--- src/rtl/pc_fetch_ctrl.sv ---
// Program-counter fetch controller: one outstanding instruction fetch, a single-entry output slot and PC redirects.
// Optional macro PC_ALIGN_CHECK_EN: reject odd redirect targets and flag them on misalign_err.
module pc_fetch_ctrl #(
    parameter logic [15:0] RESET_PC = 16'h0000
) (
    input  logic        clk,
    input  logic        rst_n,
    input  logic [15:0] next_pc,
    input  logic        pc_load,
    input  logic        stall,
    output logic [15:0] pc_plus2,
    output logic        imem_req,
    output logic [15:0] imem_addr,
    input  logic        imem_ack,
    input  logic [15:0] imem_rdata,
    output logic        instr_valid,
    output logic [15:0] instr,
    output logic [15:0] instr_pc,
`ifdef PC_ALIGN_CHECK_EN
    output logic        misalign_err,
`endif
    input  logic        instr_ready
);

    // state | meaning
    // IDLE  | leaving reset, one cycle before the first fetch
    // FETCH | request outstanding at pc, waiting for imem_ack
    // HOLD  | fetched instruction held in the slot until consumed
    typedef enum logic [1:0] {
        IDLE  = 2'd0,
        FETCH = 2'd1,
        HOLD  = 2'd2
    } state_t;

    state_t      state, state_nxt;
    logic [15:0] pc, pc_nxt;
    logic [15:0] instr_nxt, instr_pc_nxt;
    logic        instr_valid_nxt;
    logic        redirect;
    logic        bad_target;
    logic        misalign_nxt;
    logic [15:0] load_target;

`ifdef PC_ALIGN_CHECK_EN
    logic        misalign_q;
    assign bad_target  = next_pc[0];
    assign load_target = next_pc;
`else
    logic        unused_next_pc_lsb;
    assign unused_next_pc_lsb = next_pc[0];
    assign bad_target  = 1'b0;
    assign load_target = {next_pc[15:1], 1'b0};
`endif

    assign redirect  = pc_load && !stall;
    assign pc_plus2  = pc + 16'd2;
    assign imem_addr = pc;
    assign imem_req  = (state == FETCH);

    always_ff @(posedge clk or negedge rst_n) begin
        if (!rst_n) begin
            state       <= IDLE;
            pc          <= RESET_PC;
            instr       <= 16'h0000;
            instr_pc    <= 16'h0000;
            instr_valid <= 1'b0;
`ifdef PC_ALIGN_CHECK_EN
            misalign_q  <= 1'b0;
`endif
        end else begin
            state       <= state_nxt;
            pc          <= pc_nxt;
            instr       <= instr_nxt;
            instr_pc    <= instr_pc_nxt;
            instr_valid <= instr_valid_nxt;
`ifdef PC_ALIGN_CHECK_EN
            misalign_q  <= misalign_nxt;
`endif
        end
    end

    always_comb begin
        state_nxt       = state;
        pc_nxt          = pc;
        instr_nxt       = instr;
        instr_pc_nxt    = instr_pc;
        instr_valid_nxt = instr_valid;
        misalign_nxt    = 1'b0;

        case (state)
            IDLE: begin
                state_nxt = FETCH;
            end
            FETCH: begin
                // A redirect beats a simultaneous ack: the returned word belongs to the old path.
                if (redirect) begin
                    misalign_nxt = bad_target;
                    if (!bad_target) begin
                        pc_nxt = load_target;
                    end
                end else if (imem_ack) begin
                    instr_nxt       = imem_rdata;
                    instr_pc_nxt    = pc;
                    instr_valid_nxt = 1'b1;
                    pc_nxt          = pc_plus2;
                    state_nxt       = HOLD;
                end
            end
            HOLD: begin
                if (redirect) begin
                    misalign_nxt = bad_target;
                    // A rejected odd target leaves the slot and pc untouched.
                    if (!bad_target) begin
                        pc_nxt          = load_target;
                        instr_valid_nxt = 1'b0;
                        state_nxt       = FETCH;
                    end
                end else if (instr_ready && !stall) begin
                    instr_valid_nxt = 1'b0;
                    state_nxt       = FETCH;
                end
            end
            default: begin
                state_nxt = IDLE;
            end
        endcase
    end

`ifdef PC_ALIGN_CHECK_EN
    assign misalign_err = misalign_q;
`else
    logic unused_misalign;
    assign unused_misalign = misalign_nxt;
`endif

endmodule
--- config.mk ---
export PLATFORM = sky130hd
export DESIGN_NAME = pc_fetch_ctrl
export DESIGN_NICKNAME = d
export VERILOG_FILES = /design/src/rtl/pc_fetch_ctrl.sv
export SDC_FILE = /design/constraint.sdc
export NUM_CORES = 1
export LEC_CHECK = 0
export ABC_AREA = 1
export CAP_MARGIN = 20
export CORE_MARGIN = 1
export CORE_UTILIZATION = 46
export CTS_BUF_LIST = sky130_fd_sc_hd__clkbuf_16
export DETAILED_ROUTE_END_ITERATION = 8
export PLACE_DENSITY_LB_ADDON = 0.12
export SYNTH_ARGS = -nofsm -noshare
export SYNTH_HDL_FRONTEND = slang
export SYNTH_SLANG_ARGS = --single-unit
--- constraint.sdc ---
create_clock -name clk -period 3.95 [get_ports clk]
set_input_delay 0.395 -clock clk [delete_from_list [all_inputs] [get_ports clk]]
set_output_delay 0.395 -clock clk [all_outputs]
set_load 0.01 [all_outputs]
**After elaboration in Yosys (flattened, before gate mapping)**

Cells that the tools add are included.

- Logic and storage cells: 37
- Input port bits: 38
- Flip-flop bits (word level): 51

- Bitwise gates (word level): 1
- $add $sub $neg: 1
- Eq/ne operators: 7
- Reduce and logical (&&, ||, !) cells: 9
- Mux-type cells: 14

Operators with widths:

| cell | number |
|---|---|
| 2-to-1 mux 16 bit | 3 |
| case mux 16 bit (2 select lines) | 1 |
| adder 16 x 2 -> 16 bit (second input constant) | 1 |
| AND reduction 3 bit | 3 |
| 2-to-1 mux 2 bit | 4 |
| case mux 2 bit (3 select lines) | 1 |
| 2-to-1 mux 1 bit | 4 |
| != test 2 bit (second input constant) | 2 |
| AND reduction 4 bit | 1 |
| != test 3 x 1 -> 1 bit (second input constant) | 1 |
| != test 3 bit (second input constant) | 1 |
| == test 2 x 1 -> 1 bit (second input constant) | 1 |
| == test 2 bit (second input constant) | 1 |
| logical AND 1 bit | 2 |
| zero test 2 bit | 1 |
| != test 2 x 1 -> 1 bit (second input constant) | 1 |
| case mux 1 bit (2 select lines) | 1 |
| nonzero test 2 bit | 1 |
| zero test 1 bit | 1 |
| inverter 1 bit | 1 |

**Longest topological paths before layout**

- Depth after elaboration: 5
- Gate-level depth with buffers: 9
- Depth with buffers taken out: 9

**Worst setup path before layout**

No wires, ideal clock.

- Kind: reg-to-output
- Start: register pc[2] (netlist: imem_addr[2])
- End: output port pc_plus2[9]
- Slack: 2.336 ns
- Stages on the path, launching flop included: 7
- Arrival time: 1.219 ns
- Path buffers: 0
- Data required time: 3.555 ns
- Cell sequence: dfrtp_1 > ha_1 > nand2_1 > nor2_2 > nand2_1 > xor2_1 > inv_1

- Longest elaborated chain between the ends: 1

RTL lines:

| item | line | RTL |
|---|---|---|
| from (decl) | 36 | `logic [15:0] pc, pc_nxt;` |
| from (signal assigned) | 72 | `pc <= pc_nxt;` |
| adder 16 x 2 -> 16 bit | 56 | `assign pc_plus2 = pc + 16'd2;` |
| to (decl) | 11 | `output logic [15:0] pc_plus2,` |

Every way passes these cells.

**Final worst setup path**

Ends and elaborated chain as after synthesis.

==> qor.yml <==
status: "completed"
ir_drop_mv: 0.428
place_area_mm2: 0.00355
finalClockSkew_ns: 0.00514
clk_pin_slew_ns: 0.06
die_area_mm2: 0.00581
mappedNetlistArea_mm2: 0.00254
rsz0062_at_grt: "false"
dpl.hpwl_um: 4760
drt_iter0_drc: 154
remaining_drc_errors: 0
antenna_found_initial: 0
crit_fanout: 6
drive_gt1_share_pct: 5.77
min_path_type: "in2async"
wirelength_um: 6460
yosysWarnings: 0
cts_buffers: 5
syn2layout_area_growth_pct: 46.4
io_pins: 104
tightestPinTransition_ns: 0.661
netlist_instances: 334
die_h_um: 76.3
post_cts_buffers: 0
diodes: 0
wire_per_inst_um: 12.8
stdcell_area_mm2: 0.00371
drtPass1Iterations: 4
powerDensity_mw_per_mm2: 825
yosysTopAreaCell: "dfrtp_1"
antenna_left: 0
critPathKind: "reg2out"
synth_top_area_share_pct: 48.3
fmax_ghz: 0.396
final_hold_viol_count: 0
insertion_delay_ns: 0.28
start_util_pct: 48.7
fin_tns_setup_ns: 0
clockBufferDepth: 2
rows: 26
fin_nets: 475
gp_congestion: 0.896
port_buffers: 99
yosysSeqAreaShare_pct: 48.3
grt_max_degree: 50
clkSinkCount: 49
grt_use_total_pct: 23.6
dieWidth_um: 76.3
grt_pass1_wl_um: 11000
fin_util_pct: 71.3
overflow: 0
worstReg2RegEnd: "instr_pc[10]"
clock-root-buffer: "clkbuf_16"
r2r_setup_slack_ns: 2.03
synth_top_cells_by_area: "dfrtp_1 (48%), nand2_1 (21%), nor2_1 (4.7%)"
via_count: 2466
fp.coreArea_mm2: 0.00520
maxSlewViolCount: 0
post-route-period-util_pct: 64.0
cp-start-kind: "flip-flop"
period_minus_slack_ns: 2.53
avgSynthCellArea_um2: 7.59
cts_max_level: 2
cts_resized: 0
end_kind: "output pin"
ys_ff_latch: 49
arrival_ns: 2.13
cts_tree: "done"
r2r_cells: 8
power.leakage_nw: 1.84
slew_headroom_pct: 55.9
timing.critical_path.required_ns: 3.56
grt_pass1_vias: 2347
synth_cell_types: 25
hold_buffers: 0
r2r_start: "state[1]"
drv_cap: 0
setup_viol: 0
drt-vias-per-instance: 4.90
## metal layers
metal | vias up | track usage (%) | wire (um)
met3 | 6 | 3.59 | 362
li1 | 1218 | - | -
met4 | 0 | 5.96 | 50
met5 | - | 0 | 0
met2 | 84 | 40.8 | 3130
met1 | 1158 | 31.0 | 2920
## flip-flops by register name (all words and copies together), names as in the netlist
signal and flops:
instr 16, imem_addr 15, instr_pc 15, state 2, instr_valid 1
## synthesized netlist by cell type
cell type  instances
nand2_1          139
dfrtp_1           49
nor2_1            32
inv_1             28
o21ai_0           16
nand3_1           14
xor2_1             7
buf_2              6
nand4_1            6
nor2_2             6
buf_4              5
ha_1               5
a21oi_1            4
o21ai_1            4
inv_2              2
nand2_4            2
clkbuf_1           1
conb_1             1
nand2_2            1
nand3_2            1
nor2_4             1
nor3_2             1
o21bai_1           1
o21bai_2           1
o31ai_2            1
## critical path, stage by stage (launching register included)
cell and delay, ns:
dfrtp_1 0.43, ha_1 0.24, nand2_1 0.08, nor2_2 0.18
nand2_1 0.14, xor2_1 0.18, inv_1 0.07, clkdlybuf4s50_1 0.52
## worst max path at each step
stage / startpoint / to / cells after the start
after global placement: imem_addr[2] / pc_plus2[9] / 7
after CTS: imem_addr[2] / pc_plus2[9] / 7
after floorplan: imem_addr[2] / pc_plus2[9] / 6
after global routing: imem_addr[2] / pc_plus2[9] / 7
after detailed placement: pc_load / instr_pc[11] / 7
final: imem_addr[2] / pc_plus2[9] / 7
## through the flow
step	hold slack (ns)	instances	worst slack, ns	total power, mW
2_1_floorplan	0.0994	336	2.34	1.81
3_3_place_gp	0.453	494	1.76	2.61
3_5_place_dp	0.458	494	1.74	2.67
4_1_cts	0.355	502	1.44	3.08
5_1_grt	0.123	503	1.29	3.30
6_report	0.0822	503	1.42	3.06
## report_power, final
part | switching, mW | leakage, nW | internal [mW] | total, mW
sequential | 0.207 | 0.611 | 0.745 | 0.952
combinational | 0.868 | 1.15 | 0.835 | 1.70
clock | 0.178 | 0.0724 | 0.230 | 0.408
total | 1.25 | 1.84 | 1.81 | 3.06
## cell usage in the layout, fill, tap and decap left out
cell type	instances
o21bai_2	1
a21oi_1	4
nand2_2	1
clkbuf_16	5
nand2_1	139
o21ai_0	16
dfrtp_1	49
nand2_4	2
o21ai_1	4
inv_2	2
buf_12	1
nor2_4	1
buf_4	1
nand3_2	1
xor2_1	7
clkdlybuf4s50_1	98
nand4_1	6
conb_1	3
nor2_2	6
nand3_1	14
inv_1	30
o21bai_1	1
ha_1	5
buf_2	1
o31ai_2	1
nor2_1	32
nor3_2	1
clkinvlp_4	1
## logic make-up (layout without fill, tap and decap cells)
kind of cell               Yosys count  after routing  synth area share [%]
other                                1              3                 0.148
buffers and inverters               42            139                  7.25
DFF                                 49             49                  48.3
and+or+nand+nor                    203            203                  33.4
xor gates and xnor gates             7              7                  2.42
AOI/OAI and AO/OA                   27             27                  5.97
adders and majority gates            5              5                  2.47
## area by class of cell
class                      count  area (um2)
sequential                    49        1230
tap                           70        87.6
clock buffer                   5         125
inverter                      30         113
fill                         447        1490
timing repair buffer         101        1010
multi-input combinational    245        1130
clock inverter                 3        15.0
No activity file was read; power rests on OpenSTA's default activity.
==> variant (same flow settings) <==
Re-encode `state_t` (3 states) as one-hot, 3 bits wide.
--- a/src/rtl/pc_fetch_ctrl.sv
+++ b/src/rtl/pc_fetch_ctrl.sv
@@ -26,10 +26,10 @@
     // IDLE  | leaving reset, one cycle before the first fetch
     // FETCH | request outstanding at pc, waiting for imem_ack
     // HOLD  | fetched instruction held in the slot until consumed
-    typedef enum logic [1:0] {
-        IDLE  = 2'd0,
-        FETCH = 2'd1,
-        HOLD  = 2'd2
+    typedef enum logic [2:0] {
+        IDLE  = 3'b001,
+        FETCH = 3'b010,
+        HOLD  = 3'b100
     } state_t;
 
     state_t      state, state_nxt;
Behaviour: same outputs for any inputs over 10 cycles, from zero or initial values and one cycle with rst_n low; not proved beyond that.
==> variant against the original RTL <==
Wire length fell by 7.2%; synthesized area rose by 3.7%; sequential share of layout area barely moved; critical path depth fell by 1; combinational power fell by 12%; non-clock buffer count did not move; sequential cell count rose by 1; final area rose by 2.1%; worst setup slack improved by 0.0031 ns; total power fell by 3.5%; critical endpoint is now pc_plus2[15].
==> variant: results (changes against the original RTL) <==
metric,value,unit,change
result of the run,completed,,
maximum number of pins on one net before global-route repair,33,,-34%
relative max-transition margin,55.8,%,-0.098 points
leakage,1.90,nW,+3.5%
worst setup skew after layout,0.00730,ns,+0.00216 ns
switching power,0.00111,W,-11%
number of nets in the finished design,485,,+2.1%
vias in the first global route,2226,,-5.2%
"synthesized-area fraction occupied by ao, oa, aoi and oai cells",5.33,%,-0.64 points
adder-cell share of the synthesized area,0.476,%,-2.0 points
most frequent cells after synthesis,"sky130_fd_sc_hd__nand2_1 (152), sky130_fd_sc_hd__dfrtp_1 (49), sky130_fd_sc_hd__nor2_1 (32)",,
cell family with the largest share of critical-path delay,simple AND/OR/NAND/NOR gates,,
Synth warnings,0,,unchanged
wire length of the first global-routing pass,10100,um,-7.8%
XOR/XNOR share of the synthesized area,1.33,%,-1.1 points
VDD IR max,0.380,mV,-11%
sequential share of power,33.0,%,+1.9 points
Worst-path clk slew,0.06,ns,about the same
Routability Congestion,0.771,,-14%
via count,2486,,+0.81%
Clock Root Buffer,sky130_fd_sc_hd__clkbuf_16,,
Synth area leaders,"sky130_fd_sc_hd__dfrtp_1 (47%), sky130_fd_sc_hd__nand2_1 (22%), sky130_fd_sc_hd__nor2_1 (4.6%)",,
Clock H-tree levels,2,,unchanged
part of the Yosys area used for sequential elements,47.6,%,-0.75 points
violation count after the first detailed-routing iteration,119,,-23%
average detailed-routed wire length per instance,11.6,um,-10%
stage delay of the slowest cell on the critical path,0.56,ns,+0.04 ns
detailed-placement wirelength estimate,4510,um,-5.4%
fraction of power consumed by combinational cells,50.8,%,-4.8 points
total global-route track usage,21.6,%,-2.0 points
critical-path maximum fanout,5,,-1
share of cells above drive strength 1,8.28,%,+2.5 points
number of iterations in the first detailed-routing pass,6,,+2
-- variant: changes by cell type after synthesis, sizes merged, moves of 2 or more --
| cell | unedited run | this run |
|---|---|---|
| a21oi | 4 | 0 |
| buf | 11 | 13 |
| ha | 5 | 1 |
| inv | 30 | 34 |
| nand2 | 142 | 157 |
| nand3 | 15 | 22 |
| o21ai | 20 | 22 |
| o21bai | 2 | 0 |
| xor2 | 7 | 4 |
-- variant: final timing paths --
check,start,end,slack (ns),depth (start not counted)
max reg2reg,state[0],instr_valid,2.13,7
max,imem_addr[2],pc_plus2[15],1.43,6
max in group asynchronous,rst_n,state[0],3.32,2
min reg2reg,instr_pc[11],instr_pc[11],0.48,2
min,rst_n,instr_pc[3],0.04,1
min in group clk,instr_pc[11],instr_pc[11],0.48,2
-- variant: area by class of cell --
class / count / area, um^2
tap: 72 / 90.1
clock buffer: 5 / 125
inverter: 34 / 130
fill: 475 / 1720
clock inverter: 3 / 40.0
timing repair buffer: 101 / 1010
sequential: 50 / 1250
multi-input combinational: 254 / 1140
-- variant: kinds of logic after synthesis --
family	count (synthesis)
other	1
xor gates and xnor gates	4
DFF	50
buffers and inverters	47
adders and majority gates	1
AOI/OAI and AO/OA	22
and+or+nand+nor	224
-- variant: metal layers --
metal  wire length, um  track usage [%]  up-vias
met5                 0                0        -
met4               105             8.30        0
met3               494             6.82        8
met2              2810             35.0       88
met1              2590             27.0     1130
li1                  -                -     1260
-- variant: metrics by stage --
step / std cells / utilization [%] / instance area, um^2
2_1_floorplan: 351 / - / 2640
3_3_place_gp: 510 / 65.5 / 3600
3_5_place_dp: 511 / 65.8 / 3620
4_1_cts: 519 / 68.8 / 3790
5_1_grt: 519 / 68.8 / 3790
6_report: 519 / 68.8 / 3790
